`config.mk`:
```
export PLATFORM = sky130hd
export DESIGN_NAME = qam_slicer_serdes_flat
export DESIGN_NICKNAME = d
export VERILOG_FILES = /design/src/rtl/qam_slicer_serdes_if.sv /design/src/rtl/qam_slicer_serdes.sv /design/src/flat_wrapper.sv
export SDC_FILE = /design/constraint.sdc
export NUM_CORES = 1
export LEC_CHECK = 0
export BUFFER_PORTS_ARGS = -buffer_cell sky130_fd_sc_hd__clkbuf_2
export CORE_MARGIN = 1
export CORE_UTILIZATION = 52
export DETAILED_ROUTE_END_ITERATION = 6
export PLACE_DENSITY = 0.77
export SLEW_MARGIN = 40
export SYNTH_ARGS = -nofsm -noshare
export SYNTH_HDL_FRONTEND = slang
export SYNTH_SLANG_ARGS = --single-unit
export TNS_END_PERCENT = 50
```
`constraint.sdc`:
```
create_clock -name CLOCK_256 -period 2.3 [get_ports CLOCK_256]
set_clock_uncertainty 0.1 [all_clocks]
set_input_delay 0.69 -clock CLOCK_256 [delete_from_list [all_inputs] [get_ports CLOCK_256]]
set_output_delay 0.69 -clock CLOCK_256 [all_outputs]
set_load 0.01 [all_outputs]
```
`src/rtl/qam_slicer_serdes_if.sv`:
```
// Sample-in / serial-bit-out handshake bundle for qam_slicer_serdes.
// The slave modport is the slicer's view; master is the upstream/downstream side.
interface qam_slicer_serdes_if #(
    parameter int SAMPLE_W = 8
);
    logic                       in_valid;
    logic                       in_ready;
    logic signed [SAMPLE_W-1:0] I_in;
    logic signed [SAMPLE_W-1:0] Q_in;
    logic                       bit_out;
    logic                       bit_valid;
    logic                       bit_ready;

    modport master (
        output in_valid, I_in, Q_in, bit_ready,
        input  in_ready, bit_out, bit_valid
    );

    modport slave (
        input  in_valid, I_in, Q_in, bit_ready,
        output in_ready, bit_out, bit_valid
    );
endinterface

```
`src/rtl/qam_slicer_serdes.sv`:
```
// Hard-decision QPSK/16-QAM slicer with Gray demap, word FIFO and MSB-first serializer.
// Optional low-confidence counter enabled by defining QAM_LOWCONF_EN.
module qam_slicer_serdes #(
    parameter int SAMPLE_W     = 8,
    parameter int BITS_PER_SYM = 2,
    parameter int THRESH       = 32,
    parameter int FIFO_DEPTH   = 4
) (
    input  logic               CLOCK_256,
    input  logic               reset_n,
    qam_slicer_serdes_if.slave bus,
    output logic [15:0]        sym_count
`ifdef QAM_LOWCONF_EN
    ,
    output logic [15:0]        low_conf_count
`endif
);
    localparam int PTR_W = $clog2(FIFO_DEPTH);
    localparam int CNT_W = PTR_W + 1;
    localparam int BC_W  = $clog2(BITS_PER_SYM);
    localparam logic [BC_W-1:0] BC_LAST = BC_W'(BITS_PER_SYM - 1);

    typedef logic [BITS_PER_SYM-1:0] word_t;
    typedef enum logic {S_IDLE, S_SHIFT} state_t;

    state_t           state_q, state_d;
    logic             slicer_valid_q, slicer_valid_d;
    word_t            word_q, word_d;
    logic [PTR_W-1:0] wr_ptr_q, wr_ptr_d, rd_ptr_q, rd_ptr_d;
    logic [CNT_W-1:0] count_q, count_d;
    word_t            shift_q, shift_d;
    logic [BC_W-1:0]  bit_cnt_q, bit_cnt_d;
    logic             bit_valid_q, bit_valid_d;
    logic [15:0]      sym_count_q, sym_count_d;
    word_t            mem_q [FIFO_DEPTH];

    word_t sliced;
    logic  accept, push, pop, last_hs;

    // Sign bit gives the half-plane; 16-QAM adds an inner/outer magnitude bit.
    if (BITS_PER_SYM == 4) begin : g_qam16
        localparam logic [SAMPLE_W:0] THRESH_V = THRESH[SAMPLE_W:0];
        logic [SAMPLE_W:0] ext_i, ext_q, mag_i, mag_q;
        assign ext_i  = {bus.I_in[SAMPLE_W-1], bus.I_in};
        assign ext_q  = {bus.Q_in[SAMPLE_W-1], bus.Q_in};
        assign mag_i  = bus.I_in[SAMPLE_W-1] ? (~ext_i + 1'b1) : ext_i;
        assign mag_q  = bus.Q_in[SAMPLE_W-1] ? (~ext_q + 1'b1) : ext_q;
        assign sliced = {bus.I_in[SAMPLE_W-1], mag_i >= THRESH_V,
                         bus.Q_in[SAMPLE_W-1], mag_q >= THRESH_V};
    end else begin : g_qpsk
        assign sliced = {bus.I_in[SAMPLE_W-1], bus.Q_in[SAMPLE_W-1]};
    end

    // Slicer stage occupies a slot, so it is counted against FIFO capacity.
    assign bus.in_ready  = (count_q + CNT_W'(slicer_valid_q)) < CNT_W'(FIFO_DEPTH);
    assign accept        = bus.in_valid && bus.in_ready;
    assign push          = slicer_valid_q;
    assign last_hs       = (state_q == S_SHIFT) && bus.bit_ready && (bit_cnt_q == '0);
    assign pop           = (count_q != '0) && ((state_q == S_IDLE) || last_hs);
    assign bus.bit_out   = shift_q[BITS_PER_SYM-1];
    assign bus.bit_valid = bit_valid_q;
    assign sym_count     = sym_count_q;

    always_comb begin
        slicer_valid_d = accept;
        word_d         = accept ? sliced : word_q;
        wr_ptr_d       = push ? wr_ptr_q + PTR_W'(1) : wr_ptr_q;
        rd_ptr_d       = pop ? rd_ptr_q + PTR_W'(1) : rd_ptr_q;
        count_d        = count_q + CNT_W'(push) - CNT_W'(pop);
        state_d        = state_q;
        shift_d        = shift_q;
        bit_cnt_d      = bit_cnt_q;
        sym_count_d    = sym_count_q;
        case (state_q)
            S_IDLE: begin
                if (pop) begin
                    shift_d   = mem_q[rd_ptr_q];
                    bit_cnt_d = BC_LAST;
                    state_d   = S_SHIFT;
                end
            end
            default: begin
                if (bus.bit_ready) begin
                    shift_d   = shift_q << 1;
                    bit_cnt_d = bit_cnt_q - BC_W'(1);
                    if (bit_cnt_q == '0) begin
                        sym_count_d = sym_count_q + 16'd1;
                        // Reload straight from the FIFO so back-to-back words have no bubble.
                        if (pop) begin
                            shift_d   = mem_q[rd_ptr_q];
                            bit_cnt_d = BC_LAST;
                        end else begin
                            state_d = S_IDLE;
                        end
                    end
                end
            end
        endcase
        bit_valid_d = (state_d == S_SHIFT);
    end

    always_ff @(posedge CLOCK_256) begin
        if (push) mem_q[wr_ptr_q] <= word_q;
    end

`ifdef QAM_LOWCONF_EN
    localparam int GUARD = THRESH / 4;
    logic        lc_hit_q, lc_hit_d;
    logic [15:0] lc_count_q, lc_count_d;

    function automatic logic near_boundary(input logic [SAMPLE_W-1:0] x);
        int a;
        a = int'($signed(x));
        if (a < 0) a = -a;
        near_boundary = (a <= GUARD) ||
            ((BITS_PER_SYM == 4) && (a - THRESH <= GUARD) && (THRESH - a <= GUARD));
    endfunction

    always_comb begin
        lc_hit_d   = accept && (near_boundary(bus.I_in) || near_boundary(bus.Q_in));
        lc_count_d = (lc_hit_q && lc_count_q != 16'hFFFF) ? lc_count_q + 16'd1 : lc_count_q;
    end

    always_ff @(posedge CLOCK_256 or negedge reset_n) begin
        if (!reset_n) begin
            lc_hit_q   <= 1'b0;
            lc_count_q <= '0;
        end else begin
            lc_hit_q   <= lc_hit_d;
            lc_count_q <= lc_count_d;
        end
    end

    assign low_conf_count = lc_count_q;
`endif

    always_ff @(posedge CLOCK_256 or negedge reset_n) begin
        if (!reset_n) begin
            state_q        <= S_IDLE;
            slicer_valid_q <= 1'b0;
            word_q         <= '0;
            wr_ptr_q       <= '0;
            rd_ptr_q       <= '0;
            count_q        <= '0;
            shift_q        <= '0;
            bit_cnt_q      <= '0;
            bit_valid_q    <= 1'b0;
            sym_count_q    <= '0;
        end else begin
            state_q        <= state_d;
            slicer_valid_q <= slicer_valid_d;
            word_q         <= word_d;
            wr_ptr_q       <= wr_ptr_d;
            rd_ptr_q       <= rd_ptr_d;
            count_q        <= count_d;
            shift_q        <= shift_d;
            bit_cnt_q      <= bit_cnt_d;
            bit_valid_q    <= bit_valid_d;
            sym_count_q    <= sym_count_d;
        end
    end
endmodule

```
`src/flat_wrapper.sv`:
```
// flat-port wrapper written by rule: the top's interface ports become plain ports
module qam_slicer_serdes_flat 
#(
    parameter int SAMPLE_W     = 8,
    parameter int BITS_PER_SYM = 2,
    parameter int THRESH       = 32,
    parameter int FIFO_DEPTH   = 4
)
  (CLOCK_256, reset_n, sym_count, bus_in_valid, bus_I_in, bus_Q_in, bus_bit_ready, bus_in_ready, bus_bit_out, bus_bit_valid);
  qam_slicer_serdes_if #(.SAMPLE_W(SAMPLE_W)) bus_i ();
  input  logic CLOCK_256;
  input  logic reset_n;
  output logic [15:0] sym_count;
  input wire logic [$bits(bus_i.in_valid)-1:0] bus_in_valid;
  input wire logic [$bits(bus_i.I_in)-1:0] bus_I_in;
  input wire logic [$bits(bus_i.Q_in)-1:0] bus_Q_in;
  input wire logic [$bits(bus_i.bit_ready)-1:0] bus_bit_ready;
  output wire logic [$bits(bus_i.in_ready)-1:0] bus_in_ready;
  output wire logic [$bits(bus_i.bit_out)-1:0] bus_bit_out;
  output wire logic [$bits(bus_i.bit_valid)-1:0] bus_bit_valid;
  assign bus_i.in_valid = bus_in_valid;
  assign bus_i.I_in = bus_I_in;
  assign bus_i.Q_in = bus_Q_in;
  assign bus_i.bit_ready = bus_bit_ready;
  assign bus_in_ready = bus_i.in_ready;
  assign bus_bit_out = bus_i.bit_out;
  assign bus_bit_valid = bus_i.bit_valid;
  qam_slicer_serdes #(.SAMPLE_W(SAMPLE_W), .BITS_PER_SYM(BITS_PER_SYM), .THRESH(THRESH), .FIFO_DEPTH(FIFO_DEPTH)) u_core (.CLOCK_256(CLOCK_256), .reset_n(reset_n), .bus(bus_i), .sym_count(sym_count));
endmodule
```
==> key figures <==
Power
  • Worst VDD drop: 0.000517 V
  • Logic pwr share: 32.9%
  • Sw Pwr: 740 uW
  • Sw Ratio: 34.7%
  • P per Cell Area: 1090 mW/mm2
  • Leak: 0.000921 uW
  • Seq pwr share: 51.8%
  • Power Internal: 1390 uW
  • Clock power frac: 15.3%
  • Total Power: 2130 uW

Synth
  • Seq cells post-synth: 38
  • Count leader, synth: dfrtp_1
  • Post-Syn Nets: 157
  • Synth top cells by count: 30 x dfrtp_1, 14 x nand2_1, 14 x xnor2_1
  • Synth top area cells: dfrtp_1 44%, edfxtp_1 14%, xnor2_1 7.2%, ha_1 6.7%, nand2_1 3.1%
  • Synth area leader: dfrtp_1
  • Sequential element share of the synthesized area: 58.6%
  • Syn Std Cell Area: 0.00169 mm2
  • Syn. warnings: 0
  • Syn Area/Cell: 13.2 um2
  • Number of synthesized flops with an enable pin: 8
  • Most used DFF post-synth: dfrtp_1
  • Async SR Flop Fraction: 78.9%
  • Post-synth top area share: 44.4%
  • Cells after Synth: 128
  • Post-synthesis cell type count: 32

Flow run
  • MaxCap Viol Count: 0

CTS
  • Worst skew pair latency: 0.34 ns
  • Htree depth: 2
  • Clk sinks: 38
  • Worst-path clk slew: 0.11 ns
  • Root Driver: clkbuf_4
  • Num CTS Buffers: 5
  • Maximum clock path buffer count: 2
  • Post-CTS Hold Buffers: 0
  • CTS tree: yes

Final layout
  • Fill cells: 241
  • Fin nets: 190
  • Area Overhead vs Synth: 15.9%
  • Layout cells sized above 1: 26.5%
  • # diodes: 0
  • Non-filler cells, final: 206
  • Fin area: 0.00196 mm2

Detailed routing
  • WL final: 2820 um
  • Vias per cell: 5.06
  • Vias: 1043
  • Routed Antenna Nets: 0
  • # DRC: 0
  • DR iter-0 viols: 36
  • Drt pass-1 iters: 4
  • DR WL/cell: 13.7 um

STA
  • Final hold slack: 0.268 ns
  • F_max: 446 MHz
  • Worst path setup slack after routing: 0.0591 ns
  • Worst-margin pin slew: 0.676 ns
  • Period utilisation layout: 97.4%
  • RSZ-0062 raised after global routing: true
  • Max-slew headroom: 54.9%
  • Min cycle time layout: 2.24 ns
  • Max Slew Vio Count: 0
  • # setup viols final: 0
  • Final hold viol count: 0

Worst setup path
  • Startpoint types: flop
  • Worst Setup SP: u_core.push$_DFF_PN0_
  • Kind of critical path: flop to primary output
  • Critical path arrival: 1.45 ns
  • Critical path peak fanout: 2
  • Req. time, crit path: 1.51 ns
  • Reg2reg start: u_core.count_q[1]$_DFF_PN0_
  • CP Capture Type: primary output

Floorplan
  • Initial Util: 55.0%
  • Core footprint: 0.00308 mm2
  • Total die area: 0.00349 mm2
  • Chip width: 59.0 um
  • IO Count: 39
  • Die H: 59.0 um
  • Num rows: 20

Min path
  • Hold Crit Class: input pin to asynchronous set/reset pin

Global routing
  • Initial antenna violation count: 0
  • Total gr overflow: 0
  • Global-route wire length before repair: 4740 um
  • Largest net degree at the start of global routing: 31
  • Number of global-route vias before repair: 1069
  • GRT Overall Usage: 19.3%

Run status
  • Status: completed

Place
  • Inst Count DP: 197
  • Gp weighted congestion: 0.741
  • Pre-CTS WS: 0.230 ns
  • # port buffers: 24
  • Placed Instance Area: 0.00187 mm2
  • Hpwl dp: 2050 um
[worst paths after layout]
kind	to	slack, ns	cells past startpoint
min reg2reg	u_core.sym_count[15]$_DFFE_PN0P_	0.38	1
max in group asynchronous	u_core.push$_DFF_PN0_	1.37	1
min	u_core.word_q[0]$_DFFE_PN0P_	0.27	1
min in group CLOCK_256	u_core.sym_count[15]$_DFFE_PN0P_	0.38	1
max reg2reg	u_core.count_q[2]$_DFF_PN0_	0.53	5
max	bus_in_ready	0.06	4
[area by class of cell]
cell class / instances / area, um2 / area share (%)
Clock buffer: 8 / 48.8 / 2.49
Multi-Input combinational cell: 81 / 692 / 35.3
Sequential cell: 38 / 992 / 50.6
Inverter: 8 / 30.0 / 1.53
Tap cell: 44 / 55.1 / 2.81
Timing Repair Buffer: 27 / 143 / 7.28
[metal layers]
| metal | share of wire, % | global-route usage (%) | vias up |
|---|---|---|---|
| li1 | - | - | 506 |
| met1 | 44 | 24.0 | 512 |
| met2 | 49 | 30.7 | 17 |
| met3 | 3.4 | 4.59 | 8 |
| met4 | 2.6 | 11.6 | 0 |
| met5 | 0 | 0 | - |
[layout by cell type, fill, tap and decap left out, types with 2 or more instances in the layout]
cell type / n
and2_1: 4
buf_2: 2
buf_4: 3
clkbuf_1: 3
clkbuf_2: 22
clkbuf_4: 5
dfrtp_1: 29
edfxtp_1: 8
ha_1: 7
ha_4: 2
inv_1: 8
mux2_1: 2
mux2_2: 3
nand2_1: 14
nand2b_1: 2
nand3_1: 2
nand4_1: 3
nor2_1: 4
nor3_1: 2
xnor2_1: 13
xor2_1: 6
[flip-flops by register name, indices dropped and copies added, names as in the netlist, 2 cells and up]
name,count
u_core.count_q,3
u_core.mem_q,8
u_core.rd_ptr_q,2
u_core.shift_q,2
u_core.sym_count,16
u_core.word_q,2
u_core.wr_ptr_q,2
[power by group through the flow]
stage	Clock, uW	Combinational, uW	Sequential (uW)
after CTS	336	687	1090
after global placement	0	614	1090
final	326	702	1100
after global routing	360	798	1130
after detailed placement	0	654	1110
after floorplan	0	432	1090
[repair_timing]
item	CTS	global route
gates resized for setup	3	4
hold endpoints to repair	0	0
endpoints found under the setup margin	1	1
pin swaps	1	2
setup buffers	1	0
[cell families after synthesis]
kind of cell               Yosys count  synth area share (%)
xor gates and xnor gates            20                  10.4
and+or+nand+nor                     39                  13.4
buffers and inverters                9                  2.44
AOI/OAI and AO/OA                    5                  1.77
muxes                                8                  6.80
adders and majority gates            9                  6.66
DFF                                 38                  58.6
[worst max-delay path: stages (launching register included)]
cell and delay [ns]:
dfrtp_2 0.45, ha_4 0.17, ha_4 0.16, xnor2_2 0.17
buf_2 0.16
[through the flow]
step                util [%]  TNS [ns]
floorplan                  -         0
global placement        60.8         0
detailed placement      60.8         0
CTS                     63.0         0
global route            63.7  -0.00625
finish                  63.7         0
No activity file was read; power rests on OpenSTA's default activity.
